### src/rtl/fetch_pkg.sv
// Shared definitions for the fetch sequencer:
// state codes and mux select constants.
package fetch_pkg;

  typedef enum logic [2:0] {
    ST_RESET  = 3'd0,
    ST_VECTOR = 3'd1,
    ST_MAR    = 3'd2,
    ST_READ   = 3'd3,
    ST_IR     = 3'd4,
    ST_HALT   = 3'd5,
    ST_FAULT  = 3'd6
  } state_t;

  localparam int PC_SRC_RESET_VEC = 2;
  localparam int ADDR_SRC_PC      = 0;

  function automatic logic is_read(
    input state_t s
  );
    return (s == ST_READ);
  endfunction

endpackage

### src/rtl/fetch_sequencer_wait_timer.sv
// wait_timer: counts READ cycles for the memory timeout.
// Ports: clk_i, reset_i, clear_i, enable_i, expired_o.
module wait_timer #(
  parameter int WAIT_MAX = 15
) (
  input  logic clk_i,
  input  logic reset_i,
  input  logic clear_i,
  input  logic enable_i,
  output logic expired_o
);

  localparam int W = (WAIT_MAX < 2) ? 1 : $clog2(WAIT_MAX + 1);
  localparam logic [W-1:0] LAST = W'(WAIT_MAX - 1);

  logic [W-1:0] r_count;
  logic         w_expired;

  // Expired marks the WAIT_MAX-th cycle of the current wait.
  assign w_expired = (r_count == LAST);
  assign expired_o = w_expired;

  always_ff @(posedge clk_i) begin
    if (reset_i || clear_i) begin
      r_count <= '0;
    end else if (enable_i && !w_expired) begin
      r_count <= r_count + 1'b1;
    end
  end

endmodule

### src/rtl/fetch_sequencer.sv
// Moore FSM driving the PC/MAR/IR strobes of an instruction fetch.
// Ports: clk_i, reset_i (sync, high), halt_i, mem_ready_i in;
// active-low strobes, mux selects, mem_rd_o, fetch_done_o,
// fault_o, state_o out. Optional FETCH_COUNT_EN adds fetch_count_o.
module fetch_sequencer
  import fetch_pkg::*;
#(
  parameter int PC_SELECT_SIZE   = 3,
  parameter int ADDR_SELECT_SIZE = 2,
  parameter int WAIT_MAX         = 15
) (
  input  logic                        clk_i,
  input  logic                        reset_i,
  input  logic                        halt_i,
  input  logic                        mem_ready_i,
  output logic                        pc_reset_no,
  output logic                        mar_reset_no,
  output logic                        pc_ld_no,
  output logic                        pc_inc_no,
  output logic [PC_SELECT_SIZE-1:0]   pc_src_o,
  output logic [ADDR_SELECT_SIZE-1:0] addr_src_o,
  output logic                        mar_ld_no,
  output logic                        ir_ld_no,
  output logic                        mem_rd_o,
  output logic                        fetch_done_o,
  output logic                        fault_o,
`ifdef FETCH_COUNT_EN
  output logic [2:0]                  state_o,
  output logic [15:0]                 fetch_count_o
`else
  output logic [2:0]                  state_o
`endif
);

  state_t r_state;
  state_t w_next;
  logic   w_in_read;
  logic   w_expired;

  assign w_in_read = is_read(r_state);

  // Counter sits at zero whenever we are outside READ,
  // so it always starts from zero on entry.
  wait_timer #(
    .WAIT_MAX (WAIT_MAX)
  ) u_wait_timer (
    .clk_i     (clk_i),
    .reset_i   (reset_i),
    .clear_i   (!w_in_read),
    .enable_i  (w_in_read),
    .expired_o (w_expired)
  );

  always_ff @(posedge clk_i) begin
    if (reset_i) begin
      r_state <= ST_RESET;
    end else begin
      r_state <= w_next;
    end
  end

  always_comb begin
    w_next = r_state;
    unique case (r_state)
      ST_RESET:  w_next = ST_VECTOR;
      ST_VECTOR: w_next = ST_MAR;
      ST_MAR:    w_next = ST_READ;
      // Ready on the last allowed cycle beats the timeout.
      ST_READ: begin
        if (mem_ready_i) begin
          w_next = ST_IR;
        end else if (w_expired) begin
          w_next = ST_FAULT;
        end else begin
          w_next = ST_READ;
        end
      end
      ST_IR:    w_next = halt_i ? ST_HALT : ST_MAR;
      ST_HALT:  w_next = halt_i ? ST_HALT : ST_MAR;
      ST_FAULT: w_next = ST_FAULT;
      default:  w_next = ST_RESET;
    endcase
  end

  always_comb begin
    pc_reset_no  = 1'b1;
    mar_reset_no = 1'b1;
    pc_ld_no     = 1'b1;
    pc_inc_no    = 1'b1;
    pc_src_o     = '0;
    addr_src_o   = '0;
    mar_ld_no    = 1'b1;
    ir_ld_no     = 1'b1;
    mem_rd_o     = 1'b0;
    fetch_done_o = 1'b0;
    fault_o      = 1'b0;
    unique case (r_state)
      ST_RESET: begin
        pc_reset_no  = 1'b0;
        mar_reset_no = 1'b0;
      end
      ST_VECTOR: begin
        pc_src_o = PC_SELECT_SIZE'(PC_SRC_RESET_VEC);
        pc_ld_no = 1'b0;
      end
      ST_MAR: begin
        addr_src_o = ADDR_SELECT_SIZE'(ADDR_SRC_PC);
        mar_ld_no  = 1'b0;
      end
      ST_READ: begin
        mem_rd_o = 1'b1;
      end
      ST_IR: begin
        ir_ld_no     = 1'b0;
        pc_inc_no    = 1'b0;
        fetch_done_o = 1'b1;
      end
      ST_FAULT: begin
        fault_o = 1'b1;
      end
      default: begin
      end
    endcase
  end

  assign state_o = r_state;

`ifdef FETCH_COUNT_EN
  logic [15:0] r_fetch_count;

  always_ff @(posedge clk_i) begin
    if (reset_i) begin
      r_fetch_count <= '0;
    end else if (r_state == ST_IR) begin
      r_fetch_count <= r_fetch_count + 16'd1;
    end
  end

  assign fetch_count_o = r_fetch_count;
`endif

endmodule

### config.mk
export PLATFORM = sky130hd
export DESIGN_NAME = fetch_sequencer
export DESIGN_NICKNAME = d
export VERILOG_FILES = /design/src/rtl/fetch_pkg.sv /design/src/rtl/fetch_sequencer_wait_timer.sv /design/src/rtl/fetch_sequencer.sv
export SDC_FILE = /design/constraint.sdc
export NUM_CORES = 1
export LEC_CHECK = 0
export ABC_AREA = 1
export CORE_MARGIN = 8
export CORE_UTILIZATION = 26
export CTS_BUF_LIST = sky130_fd_sc_hd__clkbuf_16
export DETAILED_ROUTE_END_ITERATION = 12
export HOLD_SLACK_MARGIN = 0.03
export PLACE_DENSITY = 0.63
export SYNTH_ARGS = -nofsm -noshare
export SYNTH_HDL_FRONTEND = slang
export SYNTH_SLANG_ARGS = --single-unit
### constraint.sdc
create_clock -name clk_i -period 2.2 [get_ports clk_i]
set_clock_uncertainty 0.15 [all_clocks]
set_input_delay 0.33 -clock clk_i [delete_from_list [all_inputs] [get_ports clk_i]]
set_output_delay 0.33 -clock clk_i [all_outputs]
set_load 0.005 [all_outputs]
==> results of run 1 <==
==> registers in the layout (all words and copies together), names as in the netlist <==
| signal | count |
|---|---|
| state_o | 3 |
| u_wait_timer.r_count | 4 |
==> tightest hold or removal path, delay by kind of cell, from the launching register on <==
kind            cells  cell delay, ns
simple gates        1            0.07
compound gates      1            0.05
flops               1            0.33
==> area by class of cell <==
type                    instances  area (µm²)
clock buffers                   3        75.1
clock inverters                 1        3.75
fillers                       190        1020
inverters                      16        61.3
multi-input cells              51         254
flip-flops and latches          7         140
well taps                      25        31.3
repair buffers                 16         160
==> routing by layer <==
layer	share of wire (%)	up-vias	global-route usage, %
met5	0	-	0
met4	0	0	3.07
met3	14	0	4.12
met2	46	18	9.71
met1	40	196	6.46
li1	-	258	-
==> how the worst max path moves through the flow <==
stage	end	start	cells past startpoint	slack, ns
5_1_grt	mem_rd_o	state_o[0]$_SDFF_PP0_	3	0.19
3_3_place_gp	fetch_done_o	state_o[2]$_SDFF_PP0_	3	0.53
3_5_place_dp	pc_ld_no	state_o[2]$_SDFF_PP0_	3	0.52
6_report	mem_rd_o	state_o[0]$_SDFF_PP0_	3	0.28
4_1_cts	pc_ld_no	state_o[2]$_SDFF_PP0_	3	0.27
2_1_floorplan	state_o[2]$_SDFF_PP0_	u_wait_timer.r_count[0]$_SDFFE_PP0P_	8	0.94
==> cells in the final DEF (no fill, tap or decap) <==
cell type        count
xor2_1               1
o21ai_1              1
nand2_2              2
nor2_1               7
a21oi_1              5
nand3_1              8
ha_1                 2
clkbuf_16            3
o21ai_0              1
clkdlybuf4s50_1     16
inv_2                1
nand2_1             17
conb_1               4
inv_1               15
nand4_1              1
clkinv_2             1
nand3_2              1
dfxtp_1              7
nor2_4               1
==> power by group <==
group          total (mW)  switching [mW]  internal (mW)  leakage (nW)
sequential          0.145          0.0115          0.134        0.0570
clock               0.302          0.0658          0.236        0.0423
combinational      0.0866          0.0368         0.0498         0.262
==> cells by family (layout without fill, tap and decap cells) <==
kind of cell               count (synthesis)  count (layout)  share of synthesized area (%)
adders and majority gates                  2               2                           5.11
AOI/OAI and AO/OA                          7               7                           7.16
other                                      1               4                          0.767
DFF                                        7               7                           28.6
xor gates and xnor gates                   1               1                           1.79
buffers and inverters                     22              36                           21.7
and+or+nand+nor                           37              37                           34.8
==> per-stage QoR <==
stage | instances | cell area, µm² | utilization [%] | hold slack (ns)
after floorplan | 80 | 500 | - | 0.249
after global placement | 115 | 647 | 37.1 | 0.349
after detailed placement | 115 | 647 | 37.1 | 0.351
after CTS | 119 | 726 | 41.6 | 0.357
after global routing | 119 | 726 | 41.6 | 0.372
final | 119 | 726 | 41.6 | 0.355
==> flow_summary.ini, run 1 <==
[run_status]
run_status = finished, final reports clean

[timing]
totalNegativeSetupSlack_ns = 0
final-hold-violation-count = 0
period_minus_slack_ns = 1.92
setup_viols_final = 0
fmaxAchievable_ghz = 0.520
setup_slack_ns = 0.278
timing.final.crit_share_pct = 87.4
slew_viol_final = 0
rsz0062_at_grt = no

[critical_path]
timing.rr.start = u_wait_timer.r_count[0]$_SDFFE_PP0P_
crit_chain = nand2_2 > nor2_4 > clkdlybuf4s50_1
timing.rr.end = state_o[2]$_SDFF_PP0_
cpMaxStageDelayCell = clkdlybuf4s50_1
critical_path_required_ns = 1.72
crit_path_max_incr_delay_ns = 0.52
crit_end_category = output port
crit_path_max_fanout = 8
crit_type = register to output port
timing.reg2reg.worst_path_depth = 8
worst_setup_path_start_kind = register
critPathBufInv = 1
ff2ff_setup_slack_ns = 0.81
cpLargestDelayFamily = buffers and inverters
critical_path_arrival_ns = 1.44

[logic_synthesis]
yosysTopAreaCellShare_pct = 28.6
synthTopCellsByCount = nand2_1, inv_1, nand3_1, dfxtp_1, nor2_1
synth.top_cells.by_area = dfxtp_1, nand2_1, inv_1
ys_seq_elements = 7
synth_sequential_area_ratio_pct = 28.6
synthesis.instances = 77
ys_warn_count = 0
synth_ff_type = dfxtp_1
syn-cell-area_um2 = 489
synth_edf_count = 0
yosysMostFrequentCell = nand2_1
synthArstFlopShare_pct = 0
syn_avg_cell_area_um2 = 6.35
netlist.top_cell.by_area = dfxtp_1
synth.lib_cells_used.distinct = 18

[clock_tree]
cts_hold_buf = 0
cts_buffer_depth = 2
htree_num_levels = 1
clock_tree.root_cell = clkbuf_16
cts_tree = done
ctsResizeCount = 0
cts_num_sinks = 7
clk_transition_reported_paths_ns = 0.04
postCtsSetupBuffers = 0
cts-buffers-inserted = 3
clk-insertion-delay-late_ns = 0.23

[place]
gp_routability_congestion = 0.764
pre_cts_slack_ns = 0.516
port_buffers = 16
place_hpwl_um = 925

[detailed_routing]
wl_per_cell_um = 9.34
remaining_drc_errors = 0
avgViaCountPerCell = 3.97
drtAntennaViolNets = 0
drt-initial-drc-count = 12
drt_first_pass_iters = 4
postRouteWirelength_mm = 1.11
dr_total_vias = 472

[layout]
final_net_count = 101
syn_to_final_growth_pct = 48.3
diodes = 0
post_route_cells_drive_above_1_share_pct = 9.57

[power]
totalPowerFinal_mw = 0.534
largest_voltage_drop_on_the_vdd_net_v = 0.000513
cellPowerDensity_nw_per_um2 = 735
p_leak_nw = 0.361

[global_routing]
antenna_found_initial = 0
wire_length_of_the_first_global_routing_pass_mm = 1.67
grt.overflow.total = 0
first_global_vias = 385
gr-usage-all-layers_pct = 6.32
grt_start_max_net_pins = 9

[worst_hold_path]
timing.hold.worst_endpoint = u_wait_timer.r_count[3]$_SDFFE_PP0P_
timing.hold.worst.start = u_wait_timer.r_count[3]$_SDFFE_PP0P_
timing.hold.worst_path_depth = 2
hold_path_class = register to register

[die]
pin_count = 21
fp.coreArea_um2 = 1750
placementRows = 15
die-area_um2 = 3530
initial_utilization_pct = 28.0
die_w_um = 59.4
die_h_um = 59.4

[run]
cap_viol_max_count = 0
Power figures use the tool's default switching activity.
==> run 2, diff against run 1 <==
==> constraint.sdc (replaced) <==
create_clock -name clk_i -period 2.4 [get_ports clk_i]
set_clock_uncertainty 0.15 [all_clocks]
set_input_delay 0.36 -clock clk_i [delete_from_list [all_inputs] [get_ports clk_i]]
set_output_delay 0.36 -clock clk_i [all_outputs]
set_load 0.005 [all_outputs]
==> run 2 against run 1 <==
  * Die area unchanged
  * Sequential share of layout area unchanged
  * Sequential power down 8%
  * Critical path depth unchanged
  * Utilization unchanged
  * Via count down 0.42%
  * Critical path type unchanged
  * Largest cell class unchanged
==> flow_summary.ini, run 2 (synthesized netlist as in run 1, its figures left out) <==
[run_status]
run_status = finished, final reports clean

[critical_path]
ff2ff_setup_slack_ns = 1.01
cpMaxStageDelayCell = clkdlybuf4s50_1
crit_chain = nand2_2 > nor2_4 > clkdlybuf4s50_1
crit_end_category = output port
crit_path_max_incr_delay_ns = 0.52
timing.rr.end = state_o[2]$_SDFF_PP0_
crit_type = register to output port
timing.reg2reg.worst_path_depth = 8
critical_path_required_ns = 1.89
critPathLaunch = state_o[0]$_SDFF_PP0_
crit_path_max_fanout = 8
worstSetupEndpoint = mem_rd_o
worst_setup_path_start_kind = register
critical_path_arrival_ns = 1.44
timing.rr.start = u_wait_timer.r_count[0]$_SDFFE_PP0P_

[detailed_routing]
drt_first_pass_iters = 4
dr_total_vias = 470
drt-initial-drc-count = 13
wl_per_cell_um = 9.37
avgViaCountPerCell = 3.95
postRouteWirelength_mm = 1.12
drtAntennaViolNets = 0
remaining_drc_errors = 0

[layout]
diodes = 0
final_net_count = 101
post-route-cell-area_um2 = 726
syn_to_final_growth_pct = 48.3
final_common_cell = nand2_1
largest_register_ffs = 4
end_of_flow_core_utilization_pct = 41.6
largest-register = u_wait_timer.r_count
fillerInstances = 193
most-common-layout-cells = nand2_1, clkdlybuf4s50_1, inv_1
final-instance-count-excl-fill = 119
post_route_cells_drive_above_1_share_pct = 9.57

[clock_tree]
cts_num_sinks = 7
ctsResizeCount = 0
clk_transition_reported_paths_ns = 0.04
cts_hold_buf = 0
clk-insertion-delay-late_ns = 0.23
cts_buffer_depth = 2
htree_num_levels = 1
cts-buffers-inserted = 3
cts_tree = done
postCtsSetupBuffers = 0
clock_tree.root_cell = clkbuf_16

[timing]
setup_viols_final = 0
slew_viol_final = 0
final-hold-violation-count = 0
rsz0062_at_grt = no
setup_slack_ns = 0.449
timing.final.crit_share_pct = 81.3
holdWs_ns = 0.357
fmaxAchievable_ghz = 0.513
period_minus_slack_ns = 1.95
totalNegativeSetupSlack_ns = 0

[power]
seqPwrFrac_pct = 27.2
power.switching_mw = 0.105
netSwitchingFraction_pct = 21.4
internal_power_mw = 0.385
pwr-share-comb_pct = 16.2
largest_voltage_drop_on_the_vdd_net_v = 0.000472
p_leak_nw = 0.361
clock_power_share_pct = 56.6
cellPowerDensity_nw_per_um2 = 674
totalPowerFinal_mw = 0.489

[worst_hold_path]
hold_path_class = register to register

[run]
cap_viol_max_count = 0

[place]
dp_cells = 115
port_buffers = 16
place_hpwl_um = 925
gp_routability_congestion = 0.764
pre_cts_slack_ns = 0.686
detailed_place.area_um2 = 647

[global_routing]
gr-usage-all-layers_pct = 6.40
grt.overflow.total = 0
grt_start_max_net_pins = 9
first_global_vias = 387
antenna_found_initial = 0
wire_length_of_the_first_global_routing_pass_mm = 1.68

[die]
pin_count = 21
die_h_um = 59.4
placementRows = 15
initial_utilization_pct = 28.0
fp.coreArea_um2 = 1750
die-area_um2 = 3530
die_w_um = 59.4
[run 2: cell counts in the layout (fill, tap and decap cells not counted)]
Identical to the previous run, type by type.
[run 2: worst min-delay path by stage]
stage | to | cells past startpoint | startpoint | slack, ns
finish | u_wait_timer.r_count[3]$_SDFFE_PP0P_ | 2 | u_wait_timer.r_count[3]$_SDFFE_PP0P_ | 0.36
detailed placement | u_wait_timer.r_count[3]$_SDFFE_PP0P_ | 2 | u_wait_timer.r_count[3]$_SDFFE_PP0P_ | 0.35
CTS | u_wait_timer.r_count[3]$_SDFFE_PP0P_ | 2 | u_wait_timer.r_count[3]$_SDFFE_PP0P_ | 0.36
floorplan | state_o[1]$_SDFF_PP0_ | 1 | reset_i | 0.28
global route | u_wait_timer.r_count[3]$_SDFFE_PP0P_ | 2 | u_wait_timer.r_count[3]$_SDFFE_PP0P_ | 0.37
global placement | u_wait_timer.r_count[0]$_SDFFE_PP0P_ | 1 | u_wait_timer.r_count[0]$_SDFFE_PP0P_ | 0.35
[run 2: critical path, delay by kind of cell (launching register included)]
family,cells,cell delay (ns)
and+or+nand+nor,2,0.23
DFF,1,0.46
buffers and inverters,1,0.52
[run 2: power by group through the flow]
stage / registers (mW) / logic, mW / clock network [mW]
after floorplan: 0.134 / 0.0422 / 0
after global placement: 0.134 / 0.0797 / 0
after detailed placement: 0.135 / 0.0800 / 0
after CTS: 0.133 / 0.0801 / 0.286
after global routing: 0.135 / 0.0877 / 0.297
final: 0.133 / 0.0793 / 0.277
[run 2: final cells by class]
| cell class | instances | area [µm²] | area share [%] |
|---|---|---|---|
| inverters | 16 | 61.3 | 8.45 |
| clock inverters | 1 | 3.75 | 0.517 |
| repair buffers | 16 | 160 | 22.1 |
| multi-input cells | 51 | 254 | 35.0 |
| well taps | 25 | 31.3 | 4.31 |
| clock buffers | 3 | 75.1 | 10.3 |
| flip-flops and latches | 7 | 140 | 19.3 |
[run 2: layer usage]
layer / part of all wire (%) / wire length [µm] / track usage (%)
met2: 47 / 519 / 10.2
met3: 14 / 158 / 4.12
met4: 0 / 0 / 3.07
met1: 39 / 437 / 6.34
met5: 0 / 0 / 0
